File: src/rtl/vga_sync_decoder.sv
// Recovers pixel coordinates, data-enable and frame markers from a VGA-style
// sync stream, verifying line/frame timing before reporting lock.
module vga_sync_decoder #(
   parameter int unsigned H_SYNC      = 96,
   parameter int unsigned H_BACK      = 48,
   parameter int unsigned H_VALID     = 640,
   parameter int unsigned H_TOTAL     = 800,
   parameter int unsigned V_SYNC      = 2,
   parameter int unsigned V_BACK      = 33,
   parameter int unsigned V_VALID     = 480,
   parameter int unsigned V_TOTAL     = 525,
   parameter bit          SYNC_POL    = 1'b1,
   parameter int unsigned LOCK_FRAMES = 2
) (
   input  logic       vga_clk,
   input  logic       sys_rst,
   input  logic       in_hs,
   input  logic       in_vs,
   input  logic [7:0] in_r,
   input  logic [7:0] in_g,
   input  logic [7:0] in_b,
   output logic [7:0] pix_r,
   output logic [7:0] pix_g,
   output logic [7:0] pix_b,
   output logic       pix_de,
   output logic [9:0] pix_x,
   output logic [9:0] pix_y,
   output logic       frame_start,
   output logic       locked,
   output logic       sync_err,
   output logic [1:0] dbg_state
);

   typedef enum logic [1:0] {
      UNLOCKED = 2'd0,
      CHECK    = 2'd1,
      LOCKED   = 2'd2
   } state_t;

   localparam logic [11:0] HA0 = 12'(H_SYNC + H_BACK);
   localparam logic [11:0] HA1 = 12'(H_SYNC + H_BACK + H_VALID);
   localparam logic [11:0] HT  = 12'(H_TOTAL);
   localparam logic [11:0] TMO = 12'(2 * H_TOTAL);
   localparam logic [10:0] VA0 = 11'(V_SYNC + V_BACK);
   localparam logic [10:0] VA1 = 11'(V_SYNC + V_BACK + V_VALID);
   localparam logic [10:0] VT  = 11'(V_TOTAL);
   localparam logic [3:0]  LF  = 4'(LOCK_FRAMES);

   state_t      state;
   logic [3:0]  good_cnt;
   logic        skip_line;
   logic        s1_hs, s2_hs, s1_vs, s2_vs;
   logic [23:0] s1_rgb, s2_rgb;
   logic [11:0] h_cnt;
   logic [10:0] v_cnt;

   logic hs_edge, vs_edge, line_bad, frame_ok, h_active, v_active, de_next;

   always_comb begin
      hs_edge  = s1_hs & ~s2_hs;
      vs_edge  = s1_vs & ~s2_vs;
      // The first line after leaving UNLOCKED started at an unknown point, so its length is not judged.
      line_bad = (hs_edge && !skip_line && ((h_cnt + 12'd1) != HT)) || (h_cnt == TMO);
      frame_ok = ((v_cnt + 11'd1) == VT);
      h_active = (h_cnt >= HA0) && (h_cnt < HA1);
      v_active = (v_cnt >= VA0) && (v_cnt < VA1);
      de_next  = h_active && v_active && (state == LOCKED);
   end

   assign dbg_state = state;

   always_ff @(posedge vga_clk) begin
      if (sys_rst) begin
         state       <= UNLOCKED;
         good_cnt    <= 4'd0;
         skip_line   <= 1'b1;
         s1_hs       <= 1'b0;
         s2_hs       <= 1'b0;
         s1_vs       <= 1'b0;
         s2_vs       <= 1'b0;
         s1_rgb      <= 24'd0;
         s2_rgb      <= 24'd0;
         h_cnt       <= 12'd0;
         v_cnt       <= 11'd0;
         pix_r       <= 8'd0;
         pix_g       <= 8'd0;
         pix_b       <= 8'd0;
         pix_de      <= 1'b0;
         pix_x       <= 10'd0;
         pix_y       <= 10'd0;
         frame_start <= 1'b0;
         locked      <= 1'b0;
         sync_err    <= 1'b0;
      end else begin
         // Syncs are stored already normalised, so 1 always means asserted.
         s1_hs  <= (in_hs == SYNC_POL);
         s1_vs  <= (in_vs == SYNC_POL);
         s1_rgb <= {in_r, in_g, in_b};
         s2_hs  <= s1_hs;
         s2_vs  <= s1_vs;
         s2_rgb <= s1_rgb;

         if (hs_edge)
            h_cnt <= 12'd0;
         else if (h_cnt != 12'hFFF)
            h_cnt <= h_cnt + 12'd1;

         if (vs_edge)
            v_cnt <= 11'd0;
         else if (hs_edge)
            v_cnt <= v_cnt + 11'd1;

         case (state)
            UNLOCKED: begin
               skip_line <= 1'b1;
               if (vs_edge) begin
                  state    <= CHECK;
                  good_cnt <= 4'd0;
               end
            end
            CHECK: begin
               if (hs_edge)
                  skip_line <= 1'b0;
               if (line_bad) begin
                  state <= UNLOCKED;
               end else if (vs_edge) begin
                  if (frame_ok) begin
                     good_cnt <= good_cnt + 4'd1;
                     if ((good_cnt + 4'd1) == LF)
                        state <= LOCKED;
                  end else begin
                     good_cnt <= 4'd0;
                  end
               end
            end
            LOCKED: begin
               if (hs_edge)
                  skip_line <= 1'b0;
               if (line_bad || (vs_edge && !frame_ok))
                  state <= UNLOCKED;
            end
            default: state <= UNLOCKED;
         endcase

         pix_de      <= de_next;
         pix_x       <= h_cnt[9:0] - HA0[9:0];
         pix_y       <= v_cnt[9:0] - VA0[9:0];
         frame_start <= de_next && (h_cnt == HA0) && (v_cnt == VA0);
         pix_r       <= de_next ? s2_rgb[23:16] : 8'd0;
         pix_g       <= de_next ? s2_rgb[15:8]  : 8'd0;
         pix_b       <= de_next ? s2_rgb[7:0]   : 8'd0;
         locked      <= (state == LOCKED);
         // locked is still high for exactly the one cycle after state drops out of LOCKED.
         sync_err    <= locked && (state != LOCKED);
      end
   end

endmodule

File: config.mk
export PLATFORM = sky130hd
export DESIGN_NAME = vga_sync_decoder
export DESIGN_NICKNAME = d
export VERILOG_FILES = /design/src/rtl/vga_sync_decoder.sv
export SDC_FILE = /design/constraint.sdc
export NUM_CORES = 1
export LEC_CHECK = 0
export BUFFER_PORTS_ARGS = -buffer_cell sky130_fd_sc_hd__buf_2
export CAP_MARGIN = 20
export CORE_ASPECT_RATIO = 1.1
export CORE_MARGIN = 1.5
export CORE_UTILIZATION = 50
export DETAILED_ROUTE_END_ITERATION = 16
export HOLD_SLACK_MARGIN = 0.02
export PLACE_DENSITY = 0.74
export SYNTH_ARGS = -nofsm -noshare
export SYNTH_HDL_FRONTEND = slang
export SYNTH_SLANG_ARGS = --single-unit
File: constraint.sdc
create_clock -name vga_clk -period 2.5 [get_ports vga_clk]
set_input_delay 0.5 -clock vga_clk [delete_from_list [all_inputs] [get_ports vga_clk]]
set_output_delay 0.5 -clock vga_clk [all_outputs]
set_load 0.01 [all_outputs]
Yosys cells after proc, flatten, opt, wreduce, memory -nomap -nowiden --
Index checks and enable logic that the tools add are counted.
Storage, ports and cells: flip-flop bits (word level) 130, latch bits 0, RAM bits 0, memory bits (read-only) 0, logic and storage cells 90, memories 0
Cells by class: add/subtract/negate cells 5, multipliers 0, divide/modulo/power cells 0, order comparisons 4, equality and inequality tests 18, shift operators 0, multiplexer cells 14, bitwise logic cells 5, reduce and logical (&&, ||, !) cells 24
Operator list (count):
- 4-bit 2-to-1 mux | 4
- 12-bit by 1-bit adder with 12-bit output (second input constant) | 1
- 12-bit by 11-bit == test with 1-bit output (second input constant) | 1
- 12-bit by 8-bit == test with 1-bit output (second input constant) | 1
- 12-bit by 8-bit greater-or-equal comparator with 1-bit output (second input constant) | 1
- 12-bit by 10-bit < comparator with 1-bit output (second input constant) | 1
- 2-bit 2-to-1 mux | 6
- 12-bit by 10-bit inequality test with 1-bit output (second input constant) | 1
- 12-bit inequality test (second input constant) | 1
- 11-bit by 1-bit adder with 11-bit output (second input constant) | 1
- 11-bit by 10-bit == test with 1-bit output (second input constant) | 1
- 11-bit by 6-bit == test with 1-bit output (second input constant) | 1
- 11-bit by 6-bit greater-or-equal comparator with 1-bit output (second input constant) | 1
- 11-bit by 10-bit < comparator with 1-bit output (second input constant) | 1
- 1-bit logical AND | 10
- 10-bit by 6-bit subtractor with 10-bit output (second input constant) | 1
- 10-bit by 8-bit subtractor with 10-bit output (second input constant) | 1
- 3-bit inequality test (second input constant) | 3
- 2-bit inequality test (second input constant) | 4
- 4-bit case mux with 2 select lines | 1
- 2-bit OR reduction | 4
- 2-bit case mux with 3 select lines | 1
- 5-bit AND reduction | 1
- 4-bit by 1-bit adder with 4-bit output (second input constant) | 1
- 14 further kinds | 21

Logic depth before layout (Yosys ltp) --
Gate-level depths: netlist of run 1.
depth after elaboration 8, depth in mapped cells 11, depth with buffers taken out 9

Worst setup path after synthesis of run 1 --
Ideal clock, no wire load.
path kind register -> register, start point register v_cnt[1], end point register state[1], in the netlist dbg_state[1], setup time 0.079 ns, arrival time 2.364 ns, required time 2.421 ns, path slack 0.057 ns, cell stages (with the launch flop) 10, path buffers 1, period minus slack after synthesis 2.443 ns, cells stage by stage dfxtp_1 -> ha_1 -> buf_2 -> nand4_1 -> or3_4 -> o31ai_2 -> o21bai_1 -> or3_4 -> a32o_2 -> a211oi_2
Between the ends: cells in the longest elaborated chain, start to end 7, elaborated cells on any way between the ends 8, those cells by class add/sub (1); eq/ne (3); reduce/logical (4)
Ends and longest elaborated chain:
- start, declared | line 55 | logic [10:0] v_cnt;
- start signal, assigned | line 111 | v_cnt <= v_cnt + 11'd1;
- 11-bit by 1-bit adder with 11-bit output (*) | line 64 | frame_ok = ((v_cnt + 11'd1) == VT);
- 11-bit by 10-bit == test with 1-bit output (*) | line 64
- 1-bit zero test | line 139 | if (line_bad || (vs_edge && !frame_ok))
- 1-bit logical AND | line 139
- 1-bit logical OR | line 139
- 2-bit by 1-bit inequality test with 1-bit output (no line)
- 5-bit AND reduction (no line) (*)
- end signal, assigned | line 130 | state <= LOCKED;
- end signal, assigned | line 140 | state <= UNLOCKED;
- end signal, assigned | line 142 | default: state <= UNLOCKED;
- end, declared | line 49 | state_t state;
Every way passes the cells marked *; elsewhere a longest branch is shown, timed or not. A chain may end at the register's enable or synchronous reset.

Worst setup path after layout of run 1 --
start point register v_cnt[0], end point register state[1], in the netlist dbg_state[1]
Same word-level chain as after synthesis.

==> results of run 1 <==
==> per-stage QoR <==
stage | setup slack, ns | total power [uW] | cell area (um2) | std cells
after floorplan | 0.0566 | 2400 | 4870 | 495
after global placement | 0.103 | 2490 | 5430 | 682
after detailed placement | -0.000634 | 2500 | 5430 | 682
after CTS | 0.00247 | 5110 | 6100 | 714
after global routing | 0.0106 | 5260 | 6140 | 717
final | 0.104 | 5080 | 6140 | 717
==> routing by layer <==
| metal | share of wire (%) | wire, um |
|---|---|---|
| met3 | 5.6 | 550 |
| met2 | 48 | 4720 |
| met5 | 0 | 0 |
| met4 | 2.6 | 253 |
| met1 | 44 | 4350 |
==> report_power, final <==
| part | switching (uW) | leakage [uW] | internal [uW] |
|---|---|---|---|
| registers | 24.4 | 0.00107 | 2140 |
| clock network | 900 | 0.000298 | 1720 |
| logic | 167 | 0.00125 | 128 |
==> logic make-up after synthesis <==
logic type | Yosys count | synth area share, %
XOR/XNOR | 28 | 5.03
AND/OR/NAND/NOR | 222 | 25.7
buffers and inverters | 43 | 3.98
flip-flops | 130 | 53.4
adder cells (fa/ha/maj) | 14 | 3.59
AO/OA/AOI/OAI | 58 | 8.29
==> worst max-delay path: cells and delay by family (launching register included) <==
family | cells | cell delay [ns]
compound gates | 5 | 1.08
fa+ha+maj | 1 | 0.12
buf+inv | 1 | 0.05
flops | 1 | 0.36
simple gates | 2 | 0.69
==> registers in the layout, summed over array words and instances (netlist names) <==
signal       flops
s2_vs            1
s1_rgb          24
pix_x           10
s2_hs            1
pix_y           10
s1_hs            1
pix_g            8
dbg_state        2
pix_r            8
v_cnt           11
s1_vs            1
sync_err         1
frame_start      1
h_cnt           12
skip_line        1
locked           1
s2_rgb          24
pix_de           1
good_cnt         4
pix_b            8
==> cell type report <==
| cell class | count | area (um2) | share of cell area [%] |
|---|---|---|---|
| timing repair buffer | 103 | 581 | 9.45 |
| clock buffer | 19 | 422 | 6.86 |
| clock inverter | 13 | 209 | 3.40 |
| inverter | 13 | 48.8 | 0.794 |
| multi-input combinational | 322 | 2130 | 34.6 |
| tap | 117 | 146 | 2.38 |
| sequential | 130 | 2610 | 42.5 |
==> repair_timing <==
action | CTS | global route
gates resized for setup | 8 | 8
gates cloned | 0 | 0
setup endpoints to repair | 1 | 6
pin swaps | 0 | 5
buffers inserted | 0 | 3
hold endpoints to repair | 0 | 0
==> cells in the final DEF, fill, tap and decap left out, types with 3 or more instances in the layout <==
master and count:
xnor2_1 16, nor2b_1 60, xor2_1 12, nand4_1 8
a211oi_2 3, bufinv_16 5, a21oi_1 18, or2_2 3
nor4_1 3, clkinvlp_4 3, buf_4 26, nand3_1 15
nor3b_1 3, nand2b_1 6, nand3b_1 3, buf_2 77
a31oi_1 4, o21a_1 3, o21ai_0 11, or3_1 3
clkbuf_16 16, and2_1 28, nand2_1 22, nor2_1 38
ha_1 13, nor3_1 13, inv_1 11, dfxtp_1 128
==> worst paths after layout <==
path	startpoint	slack, ns	cells after the start	endpoint
worst max register to register	v_cnt[0]	0.10	9	dbg_state[1]
worst min-delay path	sys_rst	0.17	2	locked
worst min register to register	s2_rgb[8]	0.42	1	pix_g[0]
worst max-delay path	v_cnt[0]	0.10	9	dbg_state[1]
==> out/results.txt, run 1 <==
Antenna Nets Post-Route -> 0
crit share post-route -> 95.9%
post-synth top area share -> 53.4%
max incr delay on CP -> 0.36 ns
Tmin final -> 2.40 ns
Starting Density -> 51.9%
critical path fanouts, max -> 5
post-synthesis net count -> 537
Mapped Cells -> 495
CP Class -> register to register
die span in x -> 97.1 um
Synth Flop Type -> dfxtp_1
Detailed Route WL -> 9870 um
Syn Area/Cell -> 9.85 um2
met1 Track Usage GR -> 23.0%
Slew headroom -> 62.9%
IO buf count -> 77
Die H -> 107 um
Crit path required time -> 2.94 ns
largest area contributor in the netlist -> dfxtp_1
Final #Nets -> 629
#FFs+latches synth -> 130
Yosys warning count -> 0
Pwr Density -> 827 nW/um2
# clock sinks -> 130
DP HPWL -> 6480 um
Worst setup EP type -> register
final setup vio count -> 0
P&R area growth vs syn -> 26.1%
Num CTS Buffers -> 17
# fillers -> 749
overall routing resource usage -> 19.2%
Yosys cell types -> 57
Post-Syn Area -> 4870 um2
sequential-to-total area share from yosys stat -> 53.4%
setup tns final -> 0 ns
Clock Tree Root -> clkbuf_8
row count -> 37
status -> completed
synth top area cells -> dfxtp_1, nor2b_1, and2_1, ha_1, nor2_1
# diodes -> 0
top cell types by occurrence after synthesis -> dfxtp_1, nor2b_1, nor2_1, and2_1, nand2_1
initial antenna violation count -> 0
GRT overflow -> 0
count leader, synth -> dfxtp_1
setup skew after layout -> 0.00530 ns
fin util -> 65.4%
met3 Usage GRT -> 5.72%
Final Wtd Congestion -> 0.940
via count -> 3,660
vias in the first global route -> 3,333
Post-synth EDFFs -> 0
total iterations of the first detailed-routing run -> 4
pin count of the biggest net entering global routing -> 56
Starting DRT DRC Count -> 160
count of pins over their slew limit -> 0
HP Class -> primary input to register
die footprint -> 10,300 um2
IO Count -> 78
busiest grt layer -> met2
clock slew at reported path FFs -> 0.06 ns
Post-synth ARST share -> 0%
Peak VDD IR -> 0.000383 V
vias per cell -> 5.10
RSZ-0062 raised after global routing -> false
H-tree levels -> 4
DRC -> 0
Crit-path slowest cell -> dfxtp_4
met2 Use GR -> 31.1%
fmax -> 417 MHz
worst-skew pair later-pin latency -> 0.53 ns
Core Region -> 9400 um2
CTS Buffer Depth -> 2
worst path cell trace -> inv_2 -> ha_1 -> or3b_1 -> a221oi_2 -> o221ai_2 -> o21bai_4 -> or3_4 -> a32o_2 -> a211oi_2
share of layout cells above drive strength 1 -> 26.3%
CTS tree -> built
hold slack final -> 0.172 ns
crit start category -> register
static leakage -> 0.00261 uW
first-pass GRT wire length -> 15,600 um
Post-CTS Hold Fix Bufs -> 0
Slew @ Worst Pin -> 0.549 ns
CP Data Arrival Time -> 2.84 ns
Routed wire per std cell -> 13.8 um
final hold violations -> 0
MaxCap Viol Count -> 0
(Power assumes the default switching activity.)
==> inputs of run 2 (changes only) <==
--- a/config.mk
+++ b/config.mk
@@ -7,12 +7,15 @@
 export LEC_CHECK = 0
 export BUFFER_PORTS_ARGS = -buffer_cell sky130_fd_sc_hd__buf_2
 export CAP_MARGIN = 20
+export CELL_PAD_IN_SITES_DETAIL_PLACEMENT = 0
+export CELL_PAD_IN_SITES_GLOBAL_PLACEMENT = 2
 export CORE_ASPECT_RATIO = 1.1
 export CORE_MARGIN = 1.5
-export CORE_UTILIZATION = 50
+export CORE_UTILIZATION = 31
 export DETAILED_ROUTE_END_ITERATION = 16
 export HOLD_SLACK_MARGIN = 0.02
-export PLACE_DENSITY = 0.74
+export PLACE_DENSITY = 0.73
+export SLEW_MARGIN = 20
 export SYNTH_ARGS = -nofsm -noshare
 export SYNTH_HDL_FRONTEND = slang
 export SYNTH_SLANG_ARGS = --single-unit
==> run 2 against run 1 <==
Against the previous run:
- sequential power about the same
- fmax rose by 0.83%
- cell count grew 11%
- sequential cell count stayed put
- critical endpoint unchanged
- register-to-register slack better by 0.02 ns
==> out/results.txt, run 2 (synthesis results as in run 1) <==
H-tree levels -> 4
Worst setup EP type -> register
total iterations of the first detailed-routing run -> 4
CP Data Arrival Time -> 2.71 ns
Antenna Nets Post-Route -> 0
routed wl met2 -> 4280 um
Num CTS Buffers -> 17
Final #Nets -> 633
Core Region -> 15,200 um2
Post-CTS Hold Fix Bufs -> 0
most frequent cells in the layout -> dfxtp_1, buf_2, nor2b_1, nor2_1, buf_4
Max Used Layer -> met4
fmax -> 421 MHz
setup skew after layout -> 0.00794 ns
P&R area growth vs syn -> 26.4%
share of layout cells above drive strength 1 -> 26.9%
Detailed Route WL -> 10,200 um
initial antenna violation count -> 0
status -> completed
# diodes -> 0
final hold violations -> 0
Slew @ Worst Pin -> 0.617 ns
CP Class -> register to register
static leakage -> 0.00259 uW
Tot Pwr -> 4650 uW
overall routing resource usage -> 13.4%
DP HPWL -> 7180 um
largest registers -> s1_rgb: 24 flops, s2_rgb: 24 flops, h_cnt: 12 flops
# fillers -> 1,539
final setup vio count -> 0
most common cell after layout, fill and taps aside -> dfxtp_1
CTS tree -> built
Starting Density -> 32.0%
Die H -> 135 um
row count -> 47
Final Wtd Congestion -> 0.841
Peak VDD IR -> 0.000461 V
# clock sinks -> 130
die span in x -> 123 um
MaxCap Viol Count -> 0
IO Count -> 78
count of pins over their slew limit -> 0
vias in the first global route -> 3,427
RSZ-0062 raised after global routing -> true
crit share post-route -> 95.1%
IO buf count -> 77
worst-skew pair later-pin latency -> 0.41 ns
vias per cell -> 4.51
Pwr Density -> 755 nW/um2
Clock Tree Root -> clkbuf_16
Tmin final -> 2.38 ns
critical path fanouts, max -> 5
Slew headroom -> 58.4%
crit start category -> register
via count -> 3,600
fin util -> 40.4%
clock slew at reported path FFs -> 0.06 ns
Starting DRT DRC Count -> 143
CTS Buffer Depth -> 2
first-pass GRT wire length -> 16,900 um
pin count of the biggest net entering global routing -> 58
HP Class -> primary input to register
DRC -> 0
die footprint -> 16,500 um2
Detail Route met3 WL -> 636 um
M1 WL -> 5140 um
Crit path required time -> 2.83 ns
GRT overflow -> 0
Routed wire per std cell -> 12.8 um
run 2: cell count changes in the layout (fill, tap and decap cells not counted), sizes merged:
cell	before	now
buf	103	107
bufinv	5	0
clkinv	4	8
run 2: repair_timing:
action                                  4_1_cts  5_1_grt
hold endpoints to repair                      0        0
setup buffers                                 0        2
endpoints found under the setup margin        0        5
gates resized for setup                       0       15
run 2: path summary, 6_finish.rpt:
path / startpoint / endpoint / slack (ns) / depth (start not counted)
setup / recovery: v_cnt[0] / dbg_state[1] / 0.12 / 8
hold / removal: in_r[2] / s1_rgb[18] / 0.30 / 2
setup reg to reg: v_cnt[0] / dbg_state[1] / 0.12 / 8
hold reg to reg: s2_rgb[3] / pix_b[3] / 0.42 / 1
run 2: final cells by class:
cell class	instances	area [um2]	area share, %
clock inverter	12	86.3	1.40
timing repair buffer	107	611	9.91
tap	196	245	3.98
clock buffer	19	443	7.19
inverter	13	48.8	0.792
multi-input combinational	322	2110	34.3
sequential	130	2610	42.4
run 2: through the flow:
stage | hold WS (ns) | area (um2) | setup slack, ns | cells | setup TNS, ns
floorplan | 0.406 | 4870 | 0.0566 | 495 | 0
global placement | 0.408 | 5570 | 0.0993 | 766 | 0
detailed placement | 0.414 | 5570 | 0.0494 | 766 | 0
CTS | 0.278 | 6100 | 0.00981 | 797 | 0
global route | 0.287 | 6160 | -0.00589 | 799 | -0.00589
finish | 0.299 | 6160 | 0.123 | 799 | 0
run 2: power by group:
part | total, uW | switching [uW] | internal, uW
Clock | 2190 | 908 | 1290
Combinational | 289 | 161 | 129
Sequential | 2170 | 23.0 | 2140
run 2: per-layer routing:
layer / GRT usage (%) / vias to the layer above
li1: - / 1843
met1: 18.1 / 1638
met2: 19.4 / 102
met3: 4.56 / 17
met4: 5.56 / 0
met5: 0 / -
run 2: worst max-delay path, stage by stage, from the launching register on:
cell      delay (ns)
dfxtp_2         0.38
ha_4            0.16
nand4_1         0.11
or3_4           0.38
nor3_1          0.33
o21bai_4        0.09
or3_4           0.40
a32o_2          0.28
a211oi_2        0.16
